File: src/rtl/wb_hazard_ctrl.sv
// wb_hazard_ctrl
//
// Sits between decode and the register-file write port. It tracks which
// registers have a result still in flight, stalls decode on RAW/WAW hazards,
// raises the fetch flush for a taken branch that actually issues, and shares
// the single register-file write port between the ALU and load writeback
// paths. A one-entry hold buffer parks an ALU result that lost the port to a
// load.
//
// Ports
//   i_clk, i_rst            clock, synchronous active-low reset
//   i_dec_valid             decode holds a valid instruction
//   i_rs1_num/i_rs2_num     source register numbers
//   i_rs1_used/i_rs2_used   instruction reads that source
//   i_rd_num, i_rd_wr       destination register and write flag
//   i_b_taken               branch resolved taken this cycle
//   o_stall                 freeze fetch/decode, bubble downstream
//   o_issue                 decode instruction accepted
//   o_flush_if              kill the instruction in fetch
//   i_alu_wr_valid/num/val  ALU writeback request, o_alu_ready accepts it
//   i_mem_wr_valid/num/val  load writeback request, always accepted
//   o_reg_op                register-file write enable
//   o_w_rd_num, o_w_rd      register-file write number and value

module wb_hazard_ctrl (
    input  logic        i_clk,
    input  logic        i_rst,
    input  logic        i_dec_valid,
    input  logic [4:0]  i_rs1_num,
    input  logic [4:0]  i_rs2_num,
    input  logic        i_rs1_used,
    input  logic        i_rs2_used,
    input  logic [4:0]  i_rd_num,
    input  logic        i_rd_wr,
    input  logic        i_b_taken,
    output logic        o_stall,
    output logic        o_issue,
    output logic        o_flush_if,
    input  logic        i_alu_wr_valid,
    input  logic [4:0]  i_alu_rd_num,
    input  logic [31:0] i_alu_rd_val,
    output logic        o_alu_ready,
    input  logic        i_mem_wr_valid,
    input  logic [4:0]  i_mem_rd_num,
    input  logic [31:0] i_mem_rd_val,
    output logic        o_reg_op,
    output logic [4:0]  o_w_rd_num,
    output logic [31:0] o_w_rd
);

    typedef enum logic {
        WB_EMPTY = 1'b0,
        WB_HELD  = 1'b1
    } wbState_e;

    wbState_e    state_q, state_d;
    logic [31:0] pend_q, pend_d;
    logic [4:0]  holdNum_q, holdNum_d;
    logic [31:0] holdVal_q, holdVal_d;

    logic        hazard;
    logic        selValid;
    logic [4:0]  selNum;
    logic [31:0] selVal;

    // Hazard check looks only at the registered scoreboard, so a register
    // committing this very cycle still blocks its readers until next cycle.
    always_comb begin
        hazard      = i_dec_valid & ((i_rs1_used & pend_q[i_rs1_num]) |
                                     (i_rs2_used & pend_q[i_rs2_num]) |
                                     (i_rd_wr    & pend_q[i_rd_num]));
        o_alu_ready = (state_q == WB_EMPTY);
        o_stall     = hazard | (i_alu_wr_valid & ~o_alu_ready);
        o_issue     = i_dec_valid & ~o_stall;
        o_flush_if  = o_issue & i_b_taken;
    end

    // Write-port arbiter: loads always win, then the hold buffer, then a
    // direct ALU write. An ALU request that collides with a load in the empty
    // state is accepted into the hold buffer instead of being refused.
    always_comb begin
        state_d   = state_q;
        holdNum_d = holdNum_q;
        holdVal_d = holdVal_q;
        selValid  = 1'b0;
        selNum    = 5'd0;
        selVal    = 32'd0;
        case (state_q)
            WB_EMPTY: begin
                if (i_mem_wr_valid) begin
                    selValid = 1'b1;
                    selNum   = i_mem_rd_num;
                    selVal   = i_mem_rd_val;
                    if (i_alu_wr_valid) begin
                        holdNum_d = i_alu_rd_num;
                        holdVal_d = i_alu_rd_val;
                        state_d   = WB_HELD;
                    end
                end else if (i_alu_wr_valid) begin
                    selValid = 1'b1;
                    selNum   = i_alu_rd_num;
                    selVal   = i_alu_rd_val;
                end
            end
            WB_HELD: begin
                selValid = 1'b1;
                if (i_mem_wr_valid) begin
                    selNum = i_mem_rd_num;
                    selVal = i_mem_rd_val;
                end else begin
                    selNum  = holdNum_q;
                    selVal  = holdVal_q;
                    state_d = WB_EMPTY;
                end
            end
            default: state_d = WB_EMPTY;
        endcase
    end

    // Writes to x0 are consumed by the arbiter but never reach the register file.
    always_comb begin
        o_reg_op   = selValid & (selNum != 5'd0);
        o_w_rd_num = selNum;
        o_w_rd     = selVal;
    end

    // Scoreboard: clear on commit first, then set on issue so that a
    // same-register set/clear in one cycle leaves the bit set.
    always_comb begin
        pend_d = pend_q;
        if (o_reg_op) begin
            pend_d[o_w_rd_num] = 1'b0;
        end
        if (o_issue && i_rd_wr && (i_rd_num != 5'd0)) begin
            pend_d[i_rd_num] = 1'b1;
        end
        pend_d[0] = 1'b0;
    end

    // State registers; reset drops all pending bits and any held ALU result.
    always_ff @(posedge i_clk) begin
        if (!i_rst) begin
            state_q   <= WB_EMPTY;
            pend_q    <= 32'd0;
            holdNum_q <= 5'd0;
            holdVal_q <= 32'd0;
        end else begin
            state_q   <= state_d;
            pend_q    <= pend_d;
            holdNum_q <= holdNum_d;
            holdVal_q <= holdVal_d;
        end
    end

endmodule

File: config.mk
export PLATFORM = sky130hd
export DESIGN_NAME = wb_hazard_ctrl
export DESIGN_NICKNAME = d
export VERILOG_FILES = /design/src/rtl/wb_hazard_ctrl.sv
export SDC_FILE = /design/constraint.sdc
export NUM_CORES = 1
export LEC_CHECK = 0
export BUFFER_PORTS_ARGS = -buffer_cell sky130_fd_sc_hd__buf_4
export CAP_MARGIN = 15
export CORE_MARGIN = 4
export CORE_UTILIZATION = 30
export DETAILED_ROUTE_END_ITERATION = 10
export SLEW_MARGIN = 10
export SYNTH_ARGS = -nofsm -noshare
export SYNTH_HDL_FRONTEND = slang
export SYNTH_SLANG_ARGS = --single-unit
File: constraint.sdc
create_clock -name i_clk -period 4.58 [get_ports i_clk]
set_input_delay 1.374 -clock i_clk [delete_from_list [all_inputs] [get_ports i_clk]]
set_output_delay 1.374 -clock i_clk [all_outputs]
set_load 0.02 [all_outputs]
== Yosys cells after proc, flatten, opt, wreduce, memory -nomap -nowiden ==
Index checks and enable logic that the tools add are counted.

* Add/subtract/negate cells: 0
* Multipliers: 0
* Div/mod/pow operators: 0
* $lt $le $gt $ge: 6
* Equality and inequality tests: 0
* Shift operators: 0
* Mux-type cells: 26
* Bitwise logic cells: 16
* Reduce and logical (&&, ||, !) cells: 7

{| class="wikitable"
|+ Operators with widths
! kind !! count
|-
| $mux 32 || 5
|-
| $pmux 32 s2 || 1
|-
| $and 32x32->32 || 1
|-
| $not 32->32 || 1
|-
| $or 32x32->32 || 1
|-
| $lt 5x6->1 const B || 4
|-
| $bmux 1 s5 || 3
|-
| $mux 5 || 3
|-
| $demux 1 s5 || 2
|-
| $ge 5x1->1 const B || 2
|-
| $pmux 5 s2 || 1
|-
| $reduce_bool 5->1 || 2
|-
| $mux 1 || 9
|-
| $and 1x1->1 || 8
|-
| $logic_and 1x1->1 || 4
|-
| $pmux 1 s2 || 2
|-
| $or 1x1->1 || 3
|-
| $reduce_and 3->1 || 1
|-
| $not 1->1 || 2
|}

* Bits in registers: 70
* Bits in latches: 0
* Bits in writable memories: 0
* Memory bits (read-only): 0
* Input port bits: 98
* Memories: 0

== Depth between registers and ports, before layout ==
Gate-level depths: netlist of the first run.

* Depth in word-level cells: 12
* Gate-level depth with buffers: 9

== Least setup slack after synthesis of the first run ==
Ideal clock, no wire load.

* Path kind: input-to-output
* Start: in i_rs2_num[1]
* End: out o_flush_if
* Arrival time: 3.745 ns
* Setup slack: -0.539 ns
* Cell stages on the path: 9
* Path buffers: 3
* Path through: buf_6 > mux4_1 > mux2i_1 > nor3_1 > or4_1 > a311o_1 > buf_6 > buf_8 > nor3_1

* Longest elaborated chain between the ends: 10

{| class="wikitable"
|+ Ends and longest elaborated chain
! item !! line !! RTL
|-
| start, declared || 30 || <nowiki>input logic [4:0] i_rs2_num,</nowiki>
|-
| $bmux 1 s5 || 70 || <nowiki>(i_rs2_used & pend_q[i_rs2_num]) |</nowiki>
|-
| $mux 1 (not written as such) || 70 ||
|-
| $and 1x1->1 || 70 ||
|-
| $or 1x1->1 || 69 || <nowiki>hazard = i_dec_valid & ((i_rs1_used & pend_q[i_rs1_num]) |</nowiki>
|-
| $or 1x1->1 || 70 ||
|-
| $and 1x1->1 || 69 ||
|-
| $or 1x1->1 || 73 || <nowiki>o_stall = hazard | (i_alu_wr_valid & ~o_alu_ready);</nowiki>
|-
| $not 1->1 || 74 || <nowiki>o_issue = i_dec_valid & ~o_stall;</nowiki>
|-
| $and 1x1->1 || 74 ||
|-
| $and 1x1->1 || 75 || <nowiki>o_flush_if = o_issue & i_b_taken;</nowiki>
|-
| end, declared || 38 || <nowiki>output logic o_flush_if,</nowiki>
|}

Every way passes these cells. The select of a mux whose other input is x is not followed.

== Worst setup path after layout of the first run ==
* Start: in i_rs2_num[1]
* End: out o_stall

* Longest elaborated chain between the ends: 7

{| class="wikitable"
|+ Ends and longest elaborated chain
! item !! line !! RTL
|-
| $bmux 1 s5 || 70 ||
|-
| $mux 1 (not written as such) || 70 ||
|-
| $and 1x1->1 || 70 ||
|-
| $or 1x1->1 || 69 ||
|-
| $or 1x1->1 || 70 ||
|-
| $and 1x1->1 || 69 ||
|-
| $or 1x1->1 || 73 ||
|-
| end, declared || 36 || <nowiki>output logic o_stall,</nowiki>
|}

Every way passes these cells. The select of a mux whose other input is x is not followed.

==> results.json, run 1 <==
{
  "gp_congestion": 0.9345,
  "synth_cells": 553,
  "io_buffers": 139,
  "p_leak_nw": 2.435,
  "fp.dieH_microns": 130.0,
  "start_kind": "input port",
  "hold_class": "reg2reg",
  "worstSetupPathType": "in2out",
  "coreArea_sq_mm": 0.01453,
  "cp.required_ns": 3.21,
  "antenna_found_initial": 0,
  "syn-num-nets": 651,
  "drv_slew": 0,
  "timing.hold.ws_ns": 0.4605,
  "grt_overflow": 0,
  "finalSetupViolCount": 3,
  "drt_iter0_drc": 360,
  "grt_first_pass_wirelength_microns": 23490,
  "pin_count": 140,
  "drc": 0,
  "cts_max_level": 3,
  "final.setup.worst_slack_ns": -0.2902,
  "end_kind": "primary output",
  "violations": "setup timing",
  "finClkSkew_ns": 0.005502,
  "slew_headroom": 0.3908,
  "synthToLayoutAreaGrowth_pct": 34.07,
  "die_w_microns": 130.0,
  "groute.usage.overall": 0.1746,
  "fin_nets": 770,
  "drive_gt1_frac": 0.2969,
  "hold_viol": 0,
  "avgRoutedWirePerCell_microns": 17.31,
  "firstDrtPassIters": 5,
  "maxCapViolCount": 0,
  "post-route-period-util": 1.063,
  "max_freq_ghz": 0.2053,
  "grt_pass1_vias": 4491,
  "dp_hpwl_microns": 10970,
  "dieArea_sq_mm": 0.01689,
  "clockRootBuffer": "clkbuf_16",
  "viasPerCell": 5.475,
  "post_synth.cell_area_avg_sq_um": 8.068,
  "start_util": 0.3070,
  "rows": 44,
  "yosys_warnings": 0,
  "via_count": 4714,
  "synth-seq-cells": 69,
  "grt_max_degree": 77,
  "numCtsBuffers": 9,
  "worstMarginPinSlew_ns": 0.9098,
  "netlist_area_sq_mm": 0.004462,
  "cts_tree": "built",
  "clockBufferDepth": 2,
  "diodes": 0,
  "p_total_mw": 1.664,
  "clock_sinks": 69,
  "seq_area_frac_synth": 0.3096,
  "rsz0062_at_grt": "yes",
  "wl_microns": 14900,
  "synthDistinctLibCells": 43,
  "layout_min_cycle_time_ns": 4.870,
  "cp.arrival_ns": 3.50,
  "status": "finished, violations left",
  "power_per_cell_area_mw_per_mm2": 278.2,
  "antenna_left": 0,
  "ir_worst_vdd_v": 0.0001357,
  "cts_hold_buf": 0,
  "worstSkewPairLatency_ns": 0.34,
  "path_max_fanout": 7,
  "clk_pin_slew_ns": 0.05
}
## metal layers
metal	global-route usage	routed length, microns	vias to the layer above
met5	0	0	-
met4	0.06907	435	0
met1	0.2334	6534	2211
li1	-	-	2270
met2	0.2660	6627	201
met3	0.05076	1303	32
## per-stage QoR
stage | setup TNS [ns] | setup WS (ns) | cells | util | area, sq um
after floorplan | -0.8040 | -0.2974 | 553 | - | 4494
after global placement | -1.145 | -0.4361 | 845 | 0.3893 | 5658
after detailed placement | -1.218 | -0.4566 | 845 | 0.3893 | 5658
after CTS | -0.7085 | -0.3082 | 861 | 0.4113 | 5978
after global routing | -0.9501 | -0.3588 | 861 | 0.4116 | 5982
final | -0.7070 | -0.2902 | 861 | 0.4116 | 5982
## state kept, by name, indices dropped and copies added, names as in the netlist
name       flops
holdNum_q      5
holdVal_q     32
pend_q        31
state_q        1
## final timing paths
kind | start | slack (ns) | depth (start not counted) | endpoint
worst max-delay path | i_rs2_num[1] | -0.29 | 8 | o_stall
worst min-delay path | holdNum_q[1] | 0.46 | 2 | holdNum_q[1]
worst max register to register | pend_q[25] | 1.92 | 7 | pend_q[21]
worst min register to register | holdNum_q[1] | 0.46 | 2 | holdNum_q[1]
## cells in the mapped netlist
cell type / number / area share
mux2_1: 1 / 0.0025
mux2i_1: 10 / 0.022
o21a_1: 2 / 0.0034
a31oi_1: 6 / 0.0084
or3_1: 1 / 0.0014
o211a_1: 1 / 0.0022
a311o_1: 1 / 0.0022
and3_1: 35 / 0.049
and3b_1: 1 / 0.0020
o211ai_1: 33 / 0.056
mux2_2: 1 / 0.0025
o21ai_1: 2 / 0.0022
inv_1: 4 / 0.0034
or4_1: 1 / 0.0017
nor3b_1: 1 / 0.0017
buf_8: 3 / 0.010
buf_2: 2 / 0.0022
nand3_1: 8 / 0.0090
mux4_2: 17 / 0.086
o31ai_1: 31 / 0.052
nand4_1: 4 / 0.0056
and2_1: 4 / 0.0056
nor3_1: 3 / 0.0034
nand2b_1: 3 / 0.0042
a22o_1: 1 / 0.0020
mux4_1: 4 / 0.024
dfxtp_1: 69 / 0.31
a21oi_1: 37 / 0.042
clkbuf_1: 39 / 0.033
nand2_1: 125 / 0.11
nor2_1: 5 / 0.0042
a21boi_0: 37 / 0.062
o2111ai_1: 1 / 0.0020
nor2b_1: 5 / 0.0070
nand4b_1: 2 / 0.0039
or3b_2: 1 / 0.0020
o21ai_0: 34 / 0.038
or2_1: 1 / 0.0014
buf_1: 7 / 0.0059
nand3b_1: 5 / 0.0084
o2bb2ai_1: 1 / 0.0020
nor4bb_1: 2 / 0.0045
buf_6: 2 / 0.0050
## where the power goes
group	switching [mW]	internal, mW
Clock	0.250	0.426
Combinational	0.196	0.162
Sequential	0.0123	0.618
## cell usage in the layout (no fill, tap or decap), types with 21 or more instances in the layout
cell type and instances:
buf_4 155, and3_1 35, a21oi_1 37, o211ai_1 33
o21ai_0 34, dfxtp_1 69, o31ai_1 31, mux4_2 21
a21boi_0 37, nand2_1 125
## kinds of logic (layout without fill, tap and decap cells)
family	after synthesis	count (layout)	share of synthesized area
compound gates	187	187	0.2740
buf+inv	57	181	0.05945
flops	69	69	0.3096
mux	33	33	0.1368
simple gates	207	207	0.2201
## final cells by class
class / instances / area, sq um
Sequential cell: 69 / 1381
Timing Repair Buffer: 161 / 1240
Inverter: 4 / 15.01
Fill cell: 1503 / 8552
Clock buffer: 16 / 291.5
Multi-Input combinational cell: 427 / 2824
Tap cell: 184 / 230.2
## worst max-delay path, cell delays in order
cell      delay [ns]
buf_12          0.10
mux4_2          0.49
mux2i_1         0.14
nor4bb_1        0.07
or4_1           0.53
a311o_2         0.41
a22o_4          0.25
buf_6           0.12
## repair_timing
| item | in CTS | in global routing |
|---|---|---|
| gates resized for setup | 8 | 1 |
| pin swaps | 6 | 1 |
| setup buffers | 0 | 0 |
| cloned | 0 | 0 |
| endpoints found under the setup margin | 3 | 3 |
Power figures use the tool's default switching activity.
==> run 2, diff against run 1 <==
--- a/config.mk
+++ b/config.mk
@@ -5,6 +5,7 @@
 export SDC_FILE = /design/constraint.sdc
 export NUM_CORES = 1
 export LEC_CHECK = 0
+export ABC_AREA = 1
 export BUFFER_PORTS_ARGS = -buffer_cell sky130_fd_sc_hd__buf_4
 export CAP_MARGIN = 15
 export CORE_MARGIN = 4
==> run 2 against run 1 <==
  * Via count increased by 16%
  * Combinational power is 8.7% higher
  * Clock skew is 0.0028 ns higher
  * The run now ends clean
  * Maximum frequency rose by 13%
  * Die area grew 6.1%
  * Register-to-register slack better by 0.51 ns
  * Non-clock buffer count shrank 13
  * Sequential power barely moved
  * Total power is 2.5% higher
  * Flip-flop and latch count unchanged
  * Synthesized area grew 6.5%
==> results.json, run 2 <==
{
  "cts_tree": "built",
  "diodes": 0,
  "ys_top_cells_by_area": "dfxtp_1 (29%), nand2_1 (14%), nand3_1 (11%)",
  "clockRootBuffer": "clkbuf_16",
  "slew_headroom": 0.2784,
  "async_reset_ff_frac": 0,
  "clockBufferDepth": 2,
  "worstRegToRegCells": 14,
  "worstMarginPinSlew_ns": 1.081,
  "synthDistinctLibCells": 26,
  "finalSetupViolCount": 0,
  "r2r_slack_ns": 2.43,
  "post_cts_buffers": 0,
  "pin_count": 140,
  "synthToLayoutAreaGrowth_pct": 29.37,
  "hold_end": "holdVal_q[2]",
  "start_util": 0.3091,
  "largest_register": "holdVal_q",
  "grt_first_pass_wirelength_microns": 26340,
  "most-common-layout-cells": "nand2_1 (182), buf_4 (148), nand3_1 (101), a21oi_1 (80), nor2_1 (78)",
  "internal-power_mw": 1.194,
  "ys.flop_type": "dfxtp_1",
  "yosysMostFrequentCell": "nand2_1",
  "synth_cells": 766,
  "cp_top_family": "simple AND/OR/NAND/NOR gates",
  "switching_share": 0.3003,
  "yosys_warnings": 0,
  "tns_ns": 0,
  "drv_slew": 0,
  "pwr-share-comb": 0.228,
  "seq_area_frac_synth": 0.2908,
  "rows": 45,
  "firstDrtPassIters": 5,
  "rsz0062_at_grt": "no",
  "cp.required_ns": 3.21,
  "crit_path_frequent_cell": "nand3_1",
  "hold_start": "holdVal_q[2]",
  "drt_iter0_drc": 353,
  "min_path_cells": 2,
  "synth_top_area_cell": "dfxtp_1",
  "io_buffers": 139,
  "end_kind": "primary output",
  "crit-reg2reg-launch": "pend_q[14]",
  "ff_latch_area_sq_mm": 0.001381,
  "pwr-share-clk": 0.404,
  "worstSkewPairLatency_ns": 0.34,
  "viasPerCell": 5.018,
  "reg.largest.list": "holdVal_q (32), pend_q (31), holdNum_q (5)",
  "post-route-period-util": 0.9438,
  "multi_input_area_sq_mm": 0.002833,
  "drive_gt1_frac": 0.2347,
  "p_leak_nw": 2.521,
  "antenna_left": 0,
  "maxCapViolCount": 0,
  "netlist_area_sq_mm": 0.004751,
  "drc": 0,
  "p_seq_frac": 0.368,
  "start_kind": "input port",
  "fp.dieH_microns": 133.8,
  "cp.arrival_ns": 2.95,
  "max_freq_ghz": 0.2313,
  "avgRoutedWirePerCell_microns": 15.14,
  "timing.hold.ws_ns": 0.4651,
  "power.switching_uw": 512.5,
  "hold_viol": 0,
  "largest_reg_flops": 32,
  "wl_microns": 16540,
  "dieArea_sq_mm": 0.01791,
  "power_per_cell_area_mw_per_mm2": 277.7,
  "fin_nets": 975,
  "synth_top_family_by_area": "simple AND/OR/NAND/NOR gates",
  "nFillCells": 1685,
  "synth_xor_area_frac": 0,
  "gp_congestion": 0.9098,
  "layout_min_cycle_time_ns": 4.323,
  "synthTopCellsByCount": "nand2_1 (182), nand3_1 (101), a21oi_1 (80)",
  "post_synth.cell_area_avg_sq_um": 6.202,
  "dp_hpwl_microns": 12440,
  "syn-num-nets": 864,
  "synth_compound_area_frac": 0.2218,
  "grt_max_degree": 54,
  "grt_pass1_vias": 5124,
  "cts-resized-gates": 0,
  "slowest_delay_ns": 0.22,
  "critical-path-slowest-cell": "nor3_4",
  "synth-simple-area-share": 0.3729,
  "coreArea_sq_mm": 0.01537,
  "final_common_cell": "nand2_1",
  "synth_edf_count": 0,
  "cts_hold_buf": 0,
  "clk_pin_slew_ns": 0.06,
  "grt_overflow": 0,
  "worstSetupPathType": "in2out",
  "finClkSkew_ns": 0.008278,
  "synthMuxAreaShare": 0,
  "hold_class": "reg2reg",
  "via_count": 5485,
  "cp_num_buf_inv": 3,
  "synth_top_area_share": 0.2908,
  "cts_max_level": 3,
  "path_max_fanout": 22,
  "numCtsBuffers": 9,
  "groute.usage.overall": 0.1817,
  "ir_worst_vdd_v": 0.0001736,
  "die_w_microns": 133.8,
  "status": "finished clean",
  "clock_sinks": 69,
  "synth-seq-cells": 69,
  "r2r_end": "pend_q[12]",
  "antenna_found_initial": 0,
  "cp_cell_sequence": "buf_4, inv_2, nand2_1, nand3_1, nand2_1, nand2_1, nand3_1, nand3_1, nand3_1, nand3_2, nor3_4, and2_2, buf_4",
  "synthAdderAreaFrac": 0
}
[run 2: changes by cell type after synthesis, moves of 19 or more]
cell | previous run | this run
nand3_1 | 8 | 101
nor2_1 | 5 | 79
inv_1 | 4 | 62
nand2_1 | 125 | 182
a21oi_1 | 37 | 80
a21boi_0 | 37 | 0
and3_1 | 35 | 0
o211ai_1 | 33 | 0
o21ai_0 | 34 | 66
o31ai_1 | 31 | 0
nand3_2 | 0 | 20
a22oi_1 | 0 | 19
[run 2: worst max path at each step]
stage | from | end | slack, ns | cells after the start
after floorplan | i_rd_num[1] | o_flush_if | 0.38 | 14
after global placement | i_rs1_num[0] | o_flush_if | 0.30 | 13
after detailed placement | i_rs1_num[0] | o_flush_if | 0.27 | 13
after CTS | i_rs1_num[0] | o_flush_if | 0.26 | 13
after global routing | i_rs1_num[0] | o_flush_if | 0.08 | 12
final | i_rs1_num[0] | o_flush_if | 0.26 | 13
[run 2: layer usage]
| layer | routed length, microns | global-route usage |
|---|---|---|
| met1 | 7466 | 0.2465 |
| met2 | 7002 | 0.2729 |
| met3 | 1639 | 0.05401 |
| met4 | 435 | 0.06686 |
| met5 | 0 | 0 |
[run 2: cell type report]
class,instances,share of cell area
repair buffers,148,0.1808
multi-input cells,582,0.4609
flip-flops and latches,69,0.2248
inverters,67,0.04194
well taps,211,0.04296
clock buffers,14,0.04621
clock inverters,2,0.002443
[run 2: tightest hold or removal path, cell delays in order, from the launching register on]
cell and delay [ns]:
dfxtp_1 0.31, nand2_1 0.06, a21oi_1 0.05
[run 2: power groups by stage]
stage | Combinational [mW] | Clock (mW) | Sequential (mW)
global placement | 0.389 | 0 | 0.641
finish | 0.389 | 0.690 | 0.628
floorplan | 0.231 | 0 | 0.637
CTS | 0.390 | 0.704 | 0.628
detailed placement | 0.389 | 0 | 0.641
global route | 0.426 | 0.728 | 0.630
[run 2: logic make-up (layout without fill, tap and decap cells)]
logic type,Yosys count,count (layout)
AND/OR/NAND/NOR,395,395
AO/OA/AOI/OAI,187,187
buffers and inverters,115,231
flip-flops,69,69
[run 2: stage by stage]
stage | total power, mW | utilization | instances | instance area, sq um | setup WS (ns)
6_report | 1.706 | 0.3998 | 1093 | 6146 | 0.2572
2_1_floorplan | 0.8683 | - | 766 | 4751 | 0.3789
5_1_grt | 1.783 | 0.3998 | 1093 | 6146 | 0.08466
3_3_place_gp | 1.029 | 0.3804 | 1077 | 5847 | 0.2950
4_1_cts | 1.722 | 0.3998 | 1093 | 6146 | 0.2596
3_5_place_dp | 1.030 | 0.3804 | 1077 | 5847 | 0.2653
